--- src/rtl/crc24_ble.sv ---
// -----------------------------------------------------------------------------
// crc24_ble
//
// Bit-serial BLE CRC-24 generator that sits directly in front of the whitener.
// PDU bits pass through with one cycle of latency while the CRC accumulates.
// After the last PDU bit, the 24 CRC bits follow back-to-back. This gives the
// whitener one contiguous valid stream that covers both the PDU and the CRC.
//
// Ports
//   clk        system clock, all state changes on the rising edge
//   reset      asynchronous, active-low reset
//   enable     0 = idle with the LFSR held at crc_init, 1 = packet in progress
//   crc_init   LFSR preset; crc_init[i] loads LFSR position i
//   valid_in   data_in carries a PDU bit this cycle
//   data_in    PDU bit in air order (LSB of each octet first)
//   last_in    end of PDU; with valid_in=0 the PDU ends without a bit
//   valid_out  data_out is valid (drives the whitener's valid_in)
//   data_out   PDU bit or CRC bit
//   finished   CRC fully emitted
// -----------------------------------------------------------------------------
module crc24_ble (
    input  logic        clk,
    input  logic        reset,
    input  logic        enable,
    input  logic [23:0] crc_init,
    input  logic        valid_in,
    input  logic        data_in,
    input  logic        last_in,
    output logic        valid_out,
    output logic        data_out,
    output logic        finished
);

    typedef enum logic [1:0] {
        IDLE = 2'd0,
        DATA = 2'd1,
        CRC  = 2'd2,
        DONE = 2'd3
    } state_t;

    state_t      state_q, state_d;
    logic [23:0] p_q, p_d;
    logic [4:0]  cnt_q, cnt_d;
    logic        valid_out_q, valid_out_d;
    logic        data_out_q, data_out_d;
    logic        finished_q, finished_d;

    logic        fb;
    logic [23:0] p_step;
    logic [23:0] p_shift;

    // One LFSR step for the polynomial x^24+x^10+x^9+x^6+x^4+x^3+x+1.
    // The feedback is XORed into positions 0, 1, 3, 4, 6, 9 and 10.
    always_comb begin
        fb      = data_in ^ p_q[23];
        p_step  = {p_q[22:10],
                   p_q[9] ^ fb,
                   p_q[8] ^ fb,
                   p_q[7],
                   p_q[6],
                   p_q[5] ^ fb,
                   p_q[4],
                   p_q[3] ^ fb,
                   p_q[2] ^ fb,
                   p_q[1],
                   p_q[0] ^ fb,
                   fb};
        p_shift = {p_q[22:0], 1'b0};
    end

    always_comb begin
        state_d     = state_q;
        p_d         = p_q;
        cnt_d       = cnt_q;
        valid_out_d = 1'b0;
        data_out_d  = 1'b0;
        finished_d  = 1'b0;

        if (!enable) begin
            state_d = IDLE;
            p_d     = crc_init;
            cnt_d   = 5'd0;
        end else begin
            unique case (state_q)
                // IDLE behaves exactly like DATA in the first enabled cycle.
                IDLE, DATA: begin
                    state_d = DATA;
                    if (valid_in) begin
                        valid_out_d = 1'b1;
                        data_out_d  = data_in;
                        p_d         = p_step;
                    end
                    if (last_in) begin
                        state_d = CRC;
                        cnt_d   = 5'd0;
                        // If the PDU ends without a bit, no data bit occupies
                        // the next output slot. The first CRC bit is emitted
                        // immediately, so the CRC starts one cycle after last_in.
                        if (!valid_in) begin
                            valid_out_d = 1'b1;
                            data_out_d  = p_q[23];
                            p_d         = p_shift;
                            cnt_d       = 5'd1;
                        end
                    end
                end
                CRC: begin
                    valid_out_d = 1'b1;
                    data_out_d  = p_q[23];
                    p_d         = p_shift;
                    if (cnt_q == 5'd23) begin
                        state_d = DONE;
                        cnt_d   = 5'd0;
                    end else begin
                        cnt_d   = cnt_q + 5'd1;
                    end
                end
                DONE: begin
                    finished_d = 1'b1;
                end
                default: begin
                    state_d = IDLE;
                end
            endcase
        end
    end

    // Out of reset, finished reads 1 to mean "nothing pending".
    always_ff @(posedge clk or negedge reset) begin
        if (!reset) begin
            state_q     <= IDLE;
            p_q         <= 24'h000000;
            cnt_q       <= 5'd0;
            valid_out_q <= 1'b0;
            data_out_q  <= 1'b0;
            finished_q  <= 1'b1;
        end else begin
            state_q     <= state_d;
            p_q         <= p_d;
            cnt_q       <= cnt_d;
            valid_out_q <= valid_out_d;
            data_out_q  <= data_out_d;
            finished_q  <= finished_d;
        end
    end

    assign valid_out = valid_out_q;
    assign data_out  = data_out_q;
    assign finished  = finished_q;

endmodule

--- config.mk ---
export PLATFORM = sky130hd
export DESIGN_NAME = crc24_ble
export DESIGN_NICKNAME = d
export VERILOG_FILES = /design/src/rtl/crc24_ble.sv
export SDC_FILE = /design/constraint.sdc
export NUM_CORES = 1
export LEC_CHECK = 0
export CAP_MARGIN = 20
export CORE_AREA = 8 8 73 75
export DETAILED_ROUTE_END_ITERATION = 7
export DIE_AREA = 0 0 81 83
export PLACE_DENSITY = 0.68
export SLEW_MARGIN = 20
export SYNTH_ARGS = -nofsm -noshare
export SYNTH_HDL_FRONTEND = slang
export SYNTH_SLANG_ARGS = --single-unit
--- constraint.sdc ---
create_clock -name clk -period 2 [get_ports clk]
set_input_delay 0.2 -clock clk [delete_from_list [all_inputs] [get_ports clk]]
set_output_delay 0.2 -clock clk [all_outputs]
set_load 0.02 [all_outputs]
**Word level (Yosys, flattened, before mapping)**

Index checks and enable logic that the tools add are counted.

- Register bits after elaboration: 34
- Bits of input ports: 30
- Output and inout bits: 3
- Logic and storage cells: 51

- $add $sub $neg: 1
- Equal/unequal tests: 7
- Mux-type cells: 26
- Bitwise gates (word level): 7
- Reductions and logical operators: 4

Operators with widths:

| cell | number |
|---|---|
| 2-to-1 mux 24 bit | 4 |
| one-hot mux 24 bit (2 select lines) | 1 |
| 2-to-1 mux 5 bit | 3 |
| 2-to-1 mux 1 bit | 11 |
| one-hot mux 5 bit (2 select lines) | 1 |
| bitwise XOR 1 bit | 7 |
| 2-to-1 mux 2 bit | 3 |
| inequality test 3 bit, second input constant | 2 |
| adder 5 x 1 -> 5 bit, second input constant | 1 |
| equality test 5 bit, second input constant | 1 |
| equality test 2 bit, second input constant | 2 |
| one-hot mux 1 bit (2 select lines) | 2 |
| one-hot mux 2 bit (2 select lines) | 1 |
| AND reduction 2 bit | 2 |
| inequality test 3 x 1 -> 1 bit, second input constant | 1 |
| equality test 2 x 1 -> 1 bit, second input constant | 1 |
| logical NOT 2 bit | 1 |
| OR reduction 2 bit | 1 |

**Logic depth before layout (Yosys ltp)**

- Word-level depth: 7
- Mapped depth: 6
- Mapped depth without buffers: 5

**Least setup slack after synthesis**

OpenSTA, ideal clock, no wires.

- Path kind: reg2reg
- Start point: reg state_q[1]
- End point: reg cnt_q[0]
- Setup time: 125 ps
- Arrival time: 1299 ps
- Required time: 1875 ps
- Slack: 577 ps
- Cell stages (with the launch flop): 5
- Path buffers: 1
- Period minus slack after synthesis: 1423 ps
- Cell sequence: dfrtp_1 -> buf_6 -> or2_4 -> a21oi_4 -> mux2_2

- Word-level cells in the longest chain between the ends: 4
- Elaborated cells on any way between the ends: 9
- Classes of those cells: eq/ne: 4; mux: 2; reduce/logical: 3

RTL lines:

| item | line | RTL |
|---|---|---|
| start, declared | 41 | `state_t state_q, state_d;` |
| start signal, assigned | 138 | `state_q <= state_d;` |
| equality test 2 x 1 -> 1 bit or logical NOT 2 bit (tied branches) | 84 | `unique case (state_q)` |
| OR reduction 2 bit | 84 |  |
| one-hot mux 5 bit (2 select lines) (tied with other cells) | 84 |  |
| 2-to-1 mux 5 bit or AND reduction 2 bit (tied branches) | - |  |
| end signal, assigned | 140 | `cnt_q <= cnt_d;` |
| end, declared | 43 | `logic [4:0] cnt_q, cnt_d;` |

Several ways; a longest one is shown, not always the timed one.
A chain may end at the register's enable or synchronous reset.

**Worst setup path after layout**

- Start point: reg finished_q (netlist: finished)
- End point: out finished

RTL lines:

| item | line | RTL |
|---|---|---|
| start, declared | 46 | `logic finished_q, finished_d;` |
| start signal, assigned | 143 | `finished_q <= finished_d;` |
| end, declared | 31 | `output logic finished` |

No word-level cell between the ends.

==> results.md <==
- Starting density of the core: 42.7%
- Antenna-violating nets left: 0
- CTS tree: yes
- Max incr delay on CP: 0.59 ns
- DR vias: 1384
- CP Launch Type: register
- Clock root cell: clkbuf_8
- Int Power: 1210 µW
- Buf+Inv Stages, Crit Path: 1
- VDD IR max: 0.402 mV
- Drt drc: 0
- Post-route clock skew: 0.00270 ns
- Layout cells sized above 1: 11.1%
- Sequential area share after synthesis: 47.5%
- Clock Power Share: 31.3%
- Top delay family on crit path: buffers and inverters
- Worst slew pin tran: 0.462 ns
- Cts hold-fix bufs: 0
- Vias in the first global route: 1468
- Fin nets: 238
- Die area: 6720 µm²
- Clk slew on worst S/H paths: 0.07 ns
- RSZ-0062 raised after global routing: false
- Vias/cell: 5.32
- Initial antenna violation count: 0
- Post-DP HPWL: 2790 µm
- Number of synthesized flops with an enable pin: 0
- Critical path class: register to output port
- Pleak: 0.000931 µW
- Pre-antenna DRT Iters: 4
- IO Pins: 33
- Fin. Hold Viols: 0
- H-tree depth: 2
- Setup TNS: 0 ns
- Worst slew margin: between 60 and 70%
- WL final: 3740 µm
- Post-Syn Instances: 173
- Clock Latency Late Sink: roughly 0.28 ns
- Max-slew violations: 0
- Initial DRC count: 108
- Switching Fraction: between 20% and 30%
- Syn nets: 204
- Max cap viols: 0
- Crit. End Element: output port
- Hold Crit Class: input port to register
- Sequential power share: 49.8%
- Worst path required time: 1.80 ns
- Util after Layout: approximately 53%
- Fmax: 0.630 GHz
- GRT Total Usage: 12.3%
- Asr flop ratio synth: 100%
- Die Y-Extent: 83 µm
- Register area: 852 µm²
- Status: complete, no violations
- CTS buffer count: 5
- # diodes: 0
- Post-CTS resize count: 0
- Drt wl/cell: 14.4 µm
- Post-CTS setup buffer count: 0
- Fillers: 392
- Count of cell types in the netlist: 44
- Pwr per Cell Area: 740 nW/µm²
- Area of the multi-input gates: approximately 840 µm²
- CP arrival: 1.39 ns
- Synthesis Warnings: 0
- Clock sink total: 34
- Global placer's final weighted congestion: 0.752
- Deepest clock path buffer count: 2
- Synth Flop Type: dfrtp_1
- Logic pwr share: a little under a fifth
- Crit path max-delay cell type: clkdlybuf4s50_1
- Syn-to-layout area delta: 24.1%
- Die W: 81 µm
- Synthesis-stage register bit count: 34
- Total gr overflow: 0
- Final setup violation count: 0
- Crit-path cells: clkdlybuf4s50_1
- # rows: 24
- Pin count of the biggest net entering global routing: 35
- Final Cycle Share: 79.4%
- Mean Syn Cell Area: between 10 and 15 µm²
- Fin crit period: 1.59 ns
- Synthesized area: 1790 µm²
- NetSw: 441 µW
- PortBufs: 32
- Crit Path Max Fanout: 1
- First-pass GRT wire length: 6580 µm
- Core region area: 4200 µm²
[cell usage after synthesis (3+ instances only)]
master,instances,area share (%)
o22ai_1,5,1.7
dfrtp_1,33,46
a21oi_1,20,5.6
o21ai_0,6,1.7
nor2_1,25,5.2
buf_2,4,1.1
mux2i_1,20,11
nor2b_1,3,1.0
o22a_1,3,1.5
nand3_1,5,1.4
inv_1,3,0.63
nand2_1,8,1.7
[per-layer routing]
metal	vias to the layer above	share of wire (%)	wire [µm]	GRT usage [%]
li1	690	-	-	-
met1	657	43	1600	13.9
met2	32	51	1890	20.1
met3	5	5.4	201	4.74
met4	0	1.2	46	4.72
met5	-	0	0	0
[through the flow]
stage	instances	instance area, µm²	setup WS [ns]	hold WS (ns)	power, µW
after global routing	260	2230	0.349	0.297	1750
final	260	2230	0.412	0.292	1650
after global placement	252	2130	0.319	0.478	1130
after CTS	260	2230	0.398	0.282	1660
after floorplan	173	1790	0.577	-0.0956	1030
after detailed placement	252	2130	0.244	0.505	1150
[area by class of cell]
class | count | area share (%)
clock buffers | 7 | 3.88
repair buffers | 37 | 16.4
well taps | 52 | 2.92
flip-flops and latches | 34 | 38.3
clock inverters | 1 | 0.225
inverters | 3 | 0.506
multi-input cells | 126 | 37.8
[final timing paths]
kind | startpoint | end | slack [ns] | cells past startpoint
min reg2reg | cnt_q[4]$_DFFE_PN0P_ | cnt_q[4]$_DFFE_PN0P_ | 0.52 | 1
min in group asynchronous | reset | cnt_q[4]$_DFFE_PN0P_ | 0.32 | 2
max | finished$_DFF_PN1_ | finished | 0.41 | 1
max in group asynchronous | reset | finished$_DFF_PN1_ | 1.34 | 2
min | enable | state_q[1]$_DFFE_PN0P_ | 0.29 | 2
max reg2reg | state_q[1]$_DFFE_PN0P_ | cnt_q[0]$_DFFE_PN0P_ | 0.46 | 3
[power by group through the flow]
| stage | Clock, µW | Combinational (µW) | Sequential (µW) |
|---|---|---|---|
| 4_1_cts | 527 | 318 | 819 |
| 6_report | 515 | 313 | 820 |
| 3_3_place_gp | 0 | 307 | 827 |
| 2_1_floorplan | 0 | 210 | 817 |
| 5_1_grt | 572 | 351 | 828 |
| 3_5_place_dp | 0 | 317 | 831 |
[cells in the final DEF, fill, tap and decap left out, drive strengths merged, types with 2 or more instances in the layout]
cell / n
dfrtp: 33
clkdlybuf4s50: 31
nor2: 25
a21oi: 21
mux2i: 20
nand2: 9
clkbuf: 7
o21ai: 6
buf: 6
nand3: 5
o22ai: 5
inv: 3
o22a: 3
nor2b: 3
nand2b: 3
nand4: 2
a31oi: 2
o211ai: 2
o31ai: 2
[sequential cells by signal, indices dropped and copies added (netlist names)]
signal / flops
cnt_q: 5
state_q: 2
valid_out: 1
data_out: 1
p_q: 24
finished: 1
[kinds of logic (layout without fill, tap and decap cells)]
family,Yosys count,after routing,synth area share [%]
AND/OR/NAND/NOR,54,54,15.1
AO/OA/AOI/OAI,49,49,18.4
flip-flops,34,34,47.5
multiplexers,21,21,11.8
buffers and inverters,13,48,5.65
adder cells (fa/ha/maj),1,1,0.697
XOR/XNOR,1,1,0.907
No activity file was read; power rests on OpenSTA's default activity.
